### src/rtl/jesd_tx_link_fsm.sv
// rtl/jesd_tx_link_fsm.sv - JESD204B transmit link sequencer (CGS, ILAS, DATA)
//
// Steps one lane through code group sync, the initial lane alignment
// sequence and user data, driving the octet mux select and ILAS markers.
// One frame is one clk cycle.
//
// Ports:
//   clk          device/frame clock
//   rst          asynchronous active-high reset
//   i_K          frames per multiframe minus one (static outside CGS)
//   i_lmfc_clk   one-cycle LMFC pulse
//   i_sync_n     SYNC~ from receiver (synchronized), low = sync request
//   o_tx_sel     octet source: 0 = /K/, 1 = ILAS, 2 = user data
//   o_ilas_mf    ILAS multiframe index
//   o_ilas_frame frame index within the ILAS multiframe
//   o_ilas_r     /R/ marker (first frame of an ILAS multiframe)
//   o_ilas_a     /A/ marker (last frame of an ILAS multiframe)
//   o_ilas_q     /Q/ marker (frame 1 of ILAS multiframe 1)
//   o_link_up    high while in DATA
module jesd_tx_link_fsm #(
    parameter int SYNC_ERR_LEN = 4,
    parameter int ILAS_MF      = 4
) (
    input  logic       clk,
    input  logic       rst,
    input  logic [4:0] i_K,
    input  logic       i_lmfc_clk,
    input  logic       i_sync_n,
    output logic [1:0] o_tx_sel,
    output logic [1:0] o_ilas_mf,
    output logic [4:0] o_ilas_frame,
    output logic       o_ilas_r,
    output logic       o_ilas_a,
    output logic       o_ilas_q,
    output logic       o_link_up
);

    typedef enum logic [1:0] {
        ST_CGS       = 2'd0,
        ST_WAIT_LMFC = 2'd1,
        ST_ILAS      = 2'd2,
        ST_DATA      = 2'd3
    } state_t;

    localparam logic [3:0] SYNC_LEN_C = 4'(SYNC_ERR_LEN);
    localparam logic [1:0] MF_LAST_C  = 2'(ILAS_MF - 1);

    state_t     state_q, state_d;
    logic [4:0] frame_q, frame_d;
    logic [1:0] mf_q, mf_d;
    logic [3:0] sync_cnt_q, sync_cnt_d;
    logic [1:0] tx_sel_q, tx_sel_d;
    logic       r_q, r_d;
    logic       a_q, a_d;
    logic       q_q, q_d;
    logic       link_up_q, link_up_d;

    logic       in_link;
    logic       resync;
    logic       ilas_d;
    logic [3:0] sync_low_next;

    always_comb begin
        state_d    = state_q;
        frame_d    = 5'd0;
        mf_d       = 2'd0;
        sync_cnt_d = 4'd0;

        in_link       = (state_q == ST_ILAS) || (state_q == ST_DATA);
        sync_low_next = (sync_cnt_q == SYNC_LEN_C) ? SYNC_LEN_C : sync_cnt_q + 4'd1;
        resync        = in_link && !i_sync_n && (sync_low_next == SYNC_LEN_C);

        case (state_q)
            ST_CGS: begin
                if (i_sync_n) state_d = ST_WAIT_LMFC;
            end
            ST_WAIT_LMFC: begin
                // A sync request outranks a coincident LMFC pulse.
                if (!i_sync_n)       state_d = ST_CGS;
                else if (i_lmfc_clk) state_d = ST_ILAS;
            end
            ST_ILAS: begin
                if (frame_q == i_K) begin
                    if (mf_q == MF_LAST_C) state_d = ST_DATA;
                    else                   mf_d    = mf_q + 2'd1;
                end else begin
                    frame_d = frame_q + 5'd1;
                    mf_d    = mf_q;
                end
            end
            ST_DATA: begin
            end
            default: state_d = ST_CGS;
        endcase

        // Re-sync overrides everything, including the ILAS -> DATA step.
        if (resync) begin
            state_d = ST_CGS;
            frame_d = 5'd0;
            mf_d    = 2'd0;
        end else if (in_link && !i_sync_n) begin
            sync_cnt_d = sync_low_next;
        end

        ilas_d = (state_d == ST_ILAS);
        case (state_d)
            ST_ILAS: tx_sel_d = 2'd1;
            ST_DATA: tx_sel_d = 2'd2;
            default: tx_sel_d = 2'd0;
        endcase
        r_d       = ilas_d && (frame_d == 5'd0);
        a_d       = ilas_d && (frame_d == i_K);
        q_d       = ilas_d && (mf_d == 2'd1) && (frame_d == 5'd1);
        link_up_d = (state_d == ST_DATA);
    end

    always_ff @(posedge clk or posedge rst) begin
        if (rst) begin
            state_q    <= ST_CGS;
            frame_q    <= 5'd0;
            mf_q       <= 2'd0;
            sync_cnt_q <= 4'd0;
            tx_sel_q   <= 2'd0;
            r_q        <= 1'b0;
            a_q        <= 1'b0;
            q_q        <= 1'b0;
            link_up_q  <= 1'b0;
        end else begin
            state_q    <= state_d;
            frame_q    <= frame_d;
            mf_q       <= mf_d;
            sync_cnt_q <= sync_cnt_d;
            tx_sel_q   <= tx_sel_d;
            r_q        <= r_d;
            a_q        <= a_d;
            q_q        <= q_d;
            link_up_q  <= link_up_d;
        end
    end

    assign o_tx_sel     = tx_sel_q;
    assign o_ilas_mf    = mf_q;
    assign o_ilas_frame = frame_q;
    assign o_ilas_r     = r_q;
    assign o_ilas_a     = a_q;
    assign o_ilas_q     = q_q;
    assign o_link_up    = link_up_q;

endmodule

### config.mk
export PLATFORM = sky130hd
export DESIGN_NAME = jesd_tx_link_fsm
export DESIGN_NICKNAME = d
export VERILOG_FILES = /design/src/rtl/jesd_tx_link_fsm.sv
export SDC_FILE = /design/constraint.sdc
export NUM_CORES = 1
export LEC_CHECK = 0
export CAP_MARGIN = 15
export CORE_ASPECT_RATIO = 0.7
export CORE_UTILIZATION = 54
export CTS_BUF_LIST = sky130_fd_sc_hd__clkbuf_8
export CTS_CLUSTER_SIZE = 24
export DETAILED_ROUTE_END_ITERATION = 6
export GPL_ROUTABILITY_DRIVEN = 1
export GPL_TIMING_DRIVEN = 1
export PLACE_DENSITY = 0.9
export REMOVE_ABC_BUFFERS = 1
export SYNTH_ARGS = -nofsm -noshare
export SYNTH_HDL_FRONTEND = slang
export SYNTH_SLANG_ARGS = --single-unit
### constraint.sdc
create_clock -name clk -period 2.9 [get_ports clk]
set_input_delay 0.58 -clock clk [delete_from_list [all_inputs] [get_ports clk]]
set_output_delay 0.58 -clock clk [all_outputs]
set_load 0.01 [all_outputs]
# ---- After elaboration in Yosys (flattened, before gate mapping)
# Index checks and enable logic that the tools add are counted.
dict set report totals {
  register_bits 19
  input_bits 9
  word_cells 52
  out_inout_bits 13
}
dict set report op_classes {
  muxes 18
  n_eq_ne 12
  n_reduce_logical 10
  n_addsub 3
}
# op n
set op_table {}
lappend op_table {{2-bit 2-to-1 mux} 10}
lappend op_table {{5-bit 2-to-1 mux} 3}
lappend op_table {{4-bit 2-to-1 mux} 3}
lappend op_table {{2-bit equality test, second input constant} 5}
lappend op_table {{5-bit equality test} 2}
lappend op_table {{4-bit by 3-bit equality test with 1-bit output, second input constant} 2}
lappend op_table {{1-bit logical AND} 6}
lappend op_table {{2-bit one-hot mux with 3 select lines} 1}
lappend op_table {{5-bit by 1-bit adder with 5-bit output, second input constant} 1}
lappend op_table {{5-bit by 1-bit equality test with 1-bit output, second input constant} 1}
lappend op_table {{5-bit logical NOT} 1}
lappend op_table {{4-bit by 1-bit adder with 4-bit output, second input constant} 1}
lappend op_table {{2-bit by 1-bit equality test with 1-bit output, second input constant} 2}
lappend op_table {{2-bit one-hot mux with 2 select lines} 1}
lappend op_table {{2-bit by 1-bit adder with 2-bit output, second input constant} 1}
lappend op_table {{2-bit logical NOT} 1}
lappend op_table {{1-bit logical NOT} 1}
lappend op_table {{1-bit logical OR} 1}

# ---- Longest topological paths before layout
# Gate-level depths: netlist of the first run.
dict set report depth {
  word_depth 8
  ltp_mapped 8
  ltp_nobuf 8
}

# ---- Worst setup path after synthesis of the first run
# No wires, ideal clock.
dict set report synth_timing {
  path_type {input to register}
  from {in i_K[1]}
  to {reg q_q, in the netlist o_ilas_q}
  t_arrival_ns 2.100
  setup_slack_ns 0.705
  setup_ns 0.095
  required_time_ns 2.805
  path_buffers 1
  stages 7
  path_cell_list {xnor2_2 > o2111ai_2 > or3_1 > buf_2 > or3_1 > o22a_1 > nor4b_2}
}
dict set report synth_between {
  elab_chain_cells 7
  elab_cells_between_ends 15
}
# item line
set synth_rtl {}
lappend synth_rtl {{start, declared} 26} ;# input logic [4:0] i_K,
lappend synth_rtl {{5-bit equality test *} 83} ;# if (frame_q == i_K) begin
lappend synth_rtl {{2-bit 2-to-1 mux} 83}
lappend synth_rtl {{2-bit one-hot mux with 3 select lines or 2-bit 2-to-1 mux (tied branches)} 73} ;# case (state_q)
lappend synth_rtl {{2-bit 2-to-1 mux} 97} ;# if (resync) begin
lappend synth_rtl {{2-bit equality test or 2-bit by 1-bit equality test with 1-bit output (tied branches)} {105, 113}}
lappend synth_rtl {{1-bit logical AND} 113} ;# q_d = ilas_d && (mf_d == 2'd1) && (frame_d == 5'd1);
lappend synth_rtl {{1-bit logical AND *} 113}
lappend synth_rtl {{via q_d} 55} ;# logic q_q, q_d;
lappend synth_rtl {{end signal, assigned} 136} ;# q_q <= q_d;
lappend synth_rtl {{end, declared} 55}
# Mark *: on every way through the listed nets, which the timed path passes. The rest lies on a longest branch.

# ---- Worst setup path in the final report of the first run
dict set report layout_timing {
  from {in i_K[4]}
  to {reg q_q, in the netlist o_ilas_q}
}
# The elaborated chain is that of the path after synthesis.

==> results of run 1 <==
## placed cells by master, fill, tap and decap left out, types with 2 or more instances in the layout
cell type and instances:
nor2_1 11, o22ai_1 2, ha_1 4, or3_1 4, nand2_1 10, xnor2_2 2
inv_1 11, and2_1 4, nor2b_1 4, nor3_1 5, o211ai_1 2, a21oi_1 8
dfrtp_1 18, buf_4 3, nand3_1 6, clkbuf_8 4, nand2b_1 4, o21ai_0 4
xnor2_1 4, o31ai_1 5, clkdlybuf4s50_1 21
## Yosys cell counts (all sizes together)
cell type | count | area share
o21ai | 4 | 0.017
dfrtp | 18 | 0.38
and2 | 4 | 0.021
a2bb2oi | 1 | 0.0073
a221o | 1 | 0.0084
nand3 | 6 | 0.025
clkbuf | 2 | 0.0063
or2 | 1 | 0.0052
o211ai | 2 | 0.013
buf | 4 | 0.024
o32ai | 1 | 0.0073
o31ai | 5 | 0.031
a311oi | 2 | 0.020
inv | 11 | 0.035
o21a | 1 | 0.0063
ha | 4 | 0.042
xor2 | 1 | 0.0073
a41oi | 1 | 0.0073
nor2b | 4 | 0.021
a21oi | 8 | 0.034
xnor2 | 6 | 0.057
and4 | 1 | 0.0073
a211oi | 1 | 0.0063
o22ai | 2 | 0.010
nand2 | 10 | 0.031
nand2b | 4 | 0.021
a21boi | 1 | 0.0063
o2111ai | 1 | 0.013
nor3 | 5 | 0.021
and3b | 1 | 0.0073
nor4b | 2 | 0.020
mux2i | 1 | 0.0084
a32oi | 1 | 0.0073
or3 | 4 | 0.021
nor2 | 11 | 0.035
a31o | 1 | 0.0073
o22a | 1 | 0.0073
## cell families (layout without fill, tap and decap cells)
| logic type | after synthesis | after routing | share of synthesized area |
|---|---|---|---|
| buffers and inverters | 17 | 39 | 0.0649 |
| muxes | 1 | 1 | 0.00838 |
| adders and majority gates | 4 | 4 | 0.0419 |
| AOI/OAI and AO/OA | 34 | 34 | 0.208 |
| and+or+nand+nor | 53 | 53 | 0.236 |
| xor gates and xnor gates | 7 | 7 | 0.0639 |
| DFF | 18 | 18 | 0.377 |
## sequential cells by signal (all words and copies together) (netlist names)
name,count
state_q,2
o_ilas_a,1
o_ilas_r,1
o_link_up,1
sync_cnt_q,4
o_ilas_q,1
o_ilas_frame,5
o_ilas_mf,2
o_tx_sel,1
## metal layers
layer,global-route usage,routed length (um)
met4,0.0952,47
met3,0.0648,236
met1,0.359,1340
met5,0,0
met2,0.414,1190
## how the worst min path moves through the flow
| stage | depth (start not counted) | from | endpoint |
|---|---|---|---|
| 6_report | 1 | sync_cnt_q[0]$_DFF_PP0_ | sync_cnt_q[0]$_DFF_PP0_ |
| 5_1_grt | 2 | o_ilas_mf[1]$_DFF_PP0_ | o_ilas_mf[1]$_DFF_PP0_ |
| 4_1_cts | 1 | sync_cnt_q[0]$_DFF_PP0_ | sync_cnt_q[0]$_DFF_PP0_ |
| 3_5_place_dp | 1 | sync_cnt_q[0]$_DFF_PP0_ | sync_cnt_q[0]$_DFF_PP0_ |
| 3_3_place_gp | 1 | sync_cnt_q[0]$_DFF_PP0_ | sync_cnt_q[0]$_DFF_PP0_ |
| 2_1_floorplan | 1 | sync_cnt_q[0]$_DFF_PP0_ | sync_cnt_q[0]$_DFF_PP0_ |
## cell type report
cell class | instances | area (um2)
Clock buffer | 4 | 55.1
Tap cell | 30 | 37.5
Sequential cell | 18 | 450
Timing Repair Buffer | 24 | 233
Multi-Input combinational cell | 99 | 667
Fill cell | 149 | 484
Inverter | 11 | 41.3
## through the flow
step           instance area (um2)  hold WS (ps)
2_1_floorplan                 1160           508
3_3_place_gp                  1430           545
3_5_place_dp                  1430           563
4_1_cts                       1480           571
5_1_grt                       1480           605
6_report                      1480           572
## where the power goes
part	internal [mW]	total [mW]	switching, mW
logic	0.280	0.587	0.307
clock network	0.121	0.201	0.0802
registers	0.319	0.404	0.0856
==> summary.md, run 1 <==
| Metric | Value |
|---|---|
| Status | complete, no violations |
| Synth Instances | between 100 and 150 |
| H-Tree Depth | 1 |
| Critical-path maximum fanout | 5 |
| Vias/cell | ~5.8 |
| Maximum clock rate | approximately 0.38 GHz |
| Die Ht | 41.4 um |
| Resize count post-CTS | 0 |
| GR Util All Layers | 0.262 |
| CP Class | in -> reg |
| Pwr Total | 1.19 mW |
| First-pass GRT wire length | roughly 4300 um |
| DRC | 0 |
| Die Footprint | approximately 0.0024 mm2 |
| Wire length per cell | roughly 15 um |
| Remaining antenna violation count | 0 |
| Post-CTS Hold Fix Bufs | 0 |
| Die Wd | approximately 58 um |
| Post-CTS Setup Repair Bufs | 0 |
| CP Data Required Time | just over 3000 ps |
| I/O pin cnt | 22 |
| Worst path depth | 7 |
| Gpl congestion | slightly below 1 |
| Worst Path Arrival | 2760 ps |
| Min Tclk post-route | between 2000 and 3000 ps |
| Initial Util | 0.607 |
| Top cell by count, worst path | or3_1 |
| YS warnings | 0 |
| Number of DRC markers in iteration 0 | 53 |
| Pre-CTS setup slack | about 110 ps |
| Clk sinks | 18 |
| Final std cells w/o fill | 186 |
| CP max stage delay | between 600 and 700 ps |
| Grt ovf | 0 |
| Final nets | 170 |
| CTS tree | built |
| Max VDD drop | between 0.4 and 0.5 mV |
| Worst Reg-to-Reg Cells | 9 |
| Initial antenna violation count | 0 |
| Crit Reg-Reg Endpoint | o_ilas_a$_DFF_PP0_ |
| Crit path capture type | register |
| Fraction of layout cells with a size suffix above 1 | 0.0897 |
| Setup crit start | i_K[4] |
| Root Buffer | clkbuf_8 |
| Register area share after synthesis | 0.377 |
| Slew margin rel. | 0.572 |
| Final hold vios | 0 |
| Synth Cell Area | between 0.001 and 0.0015 mm2 |
| Syn-to-layout area delta | 24.2% |
| Port bufs | 21 |
| Flops & latches, synth | 18 |
| Diodes inserted | 0 |
| Cell family with the largest share of critical-path delay | simple AND/OR/NAND/NOR gates |
| Final period utilization | 0.897 |
| Setup TNS | 0 ps |
| HPWL after DPL | 2170 um |
| Crit path to | o_ilas_q$_DFF_PP0_ |
| Routed wire length | about 2800 um |
| Crit path buffers/inverters | 1 |
| Max-Cap Viols | 0 |
| CP max-delay cell | clkdlybuf4s50_1 |
| Worst setup margin | about 300 ps |
| Vias | around 1100 |
| Clock slew at reported path FFs | about 60 ps |
| Row count | 13 |
| R2R setup slack | between 400 and 500 ps |
| Slew @ Worst Pin | 642 ps |
| Core ar. | between 0.0015 and 0.002 mm2 |
| Vias in the first global route | ~910 |
| Placed cells | between 150 and 200 |
| Final Skew | roughly 2.4 ps |
| First drt pass iteration count | 4 |
| Leak | about 0.6 nW |
| # setup viols final | 0 |
| Power Density | around 800 mW/mm2 |
| Final core utilization | 0.754 |
| Fin. max-slew vios | 0 |
| Critical Path, Cell by Cell | clkdlybuf4s50_1 -> xnor2_2 -> o2111ai_2 -> or3_1 -> or3_1 -> o22a_1 -> nor4b_2 |
| TritonCTS Buffers | 3 |
| Max Buffers Root-to-Sink | 2 |
| Later-pin clock latency in the skew report | between 200 and 300 ps |
| Largest net degree at the start of global routing | 19 |
| RSZ-0062 raised after global routing | false |
| FF-to-FF Start | sync_cnt_q[0]$_DFF_PP0_ |
| Unique cell type count in the Yosys netlist | 42 |
| Syn Area/Cell | ~8.9 um2 |
| CP Launch Type | primary input |
| Hold crit path type | reg -> reg |
(Power assumes the default switching activity.)
==> run 2, diff against run 1 <==
SLEW_MARGIN = 20   (was unset)
==> results of run 2 <==
The final DEF is identical to that of run 1; final timing and power are the same.
==> run 3, diff against run 2 <==
CTS_CLUSTER_SIZE = 20   (was 24)
==> results of run 3 <==
The final DEF is identical to that of run 1; final timing and power are the same.
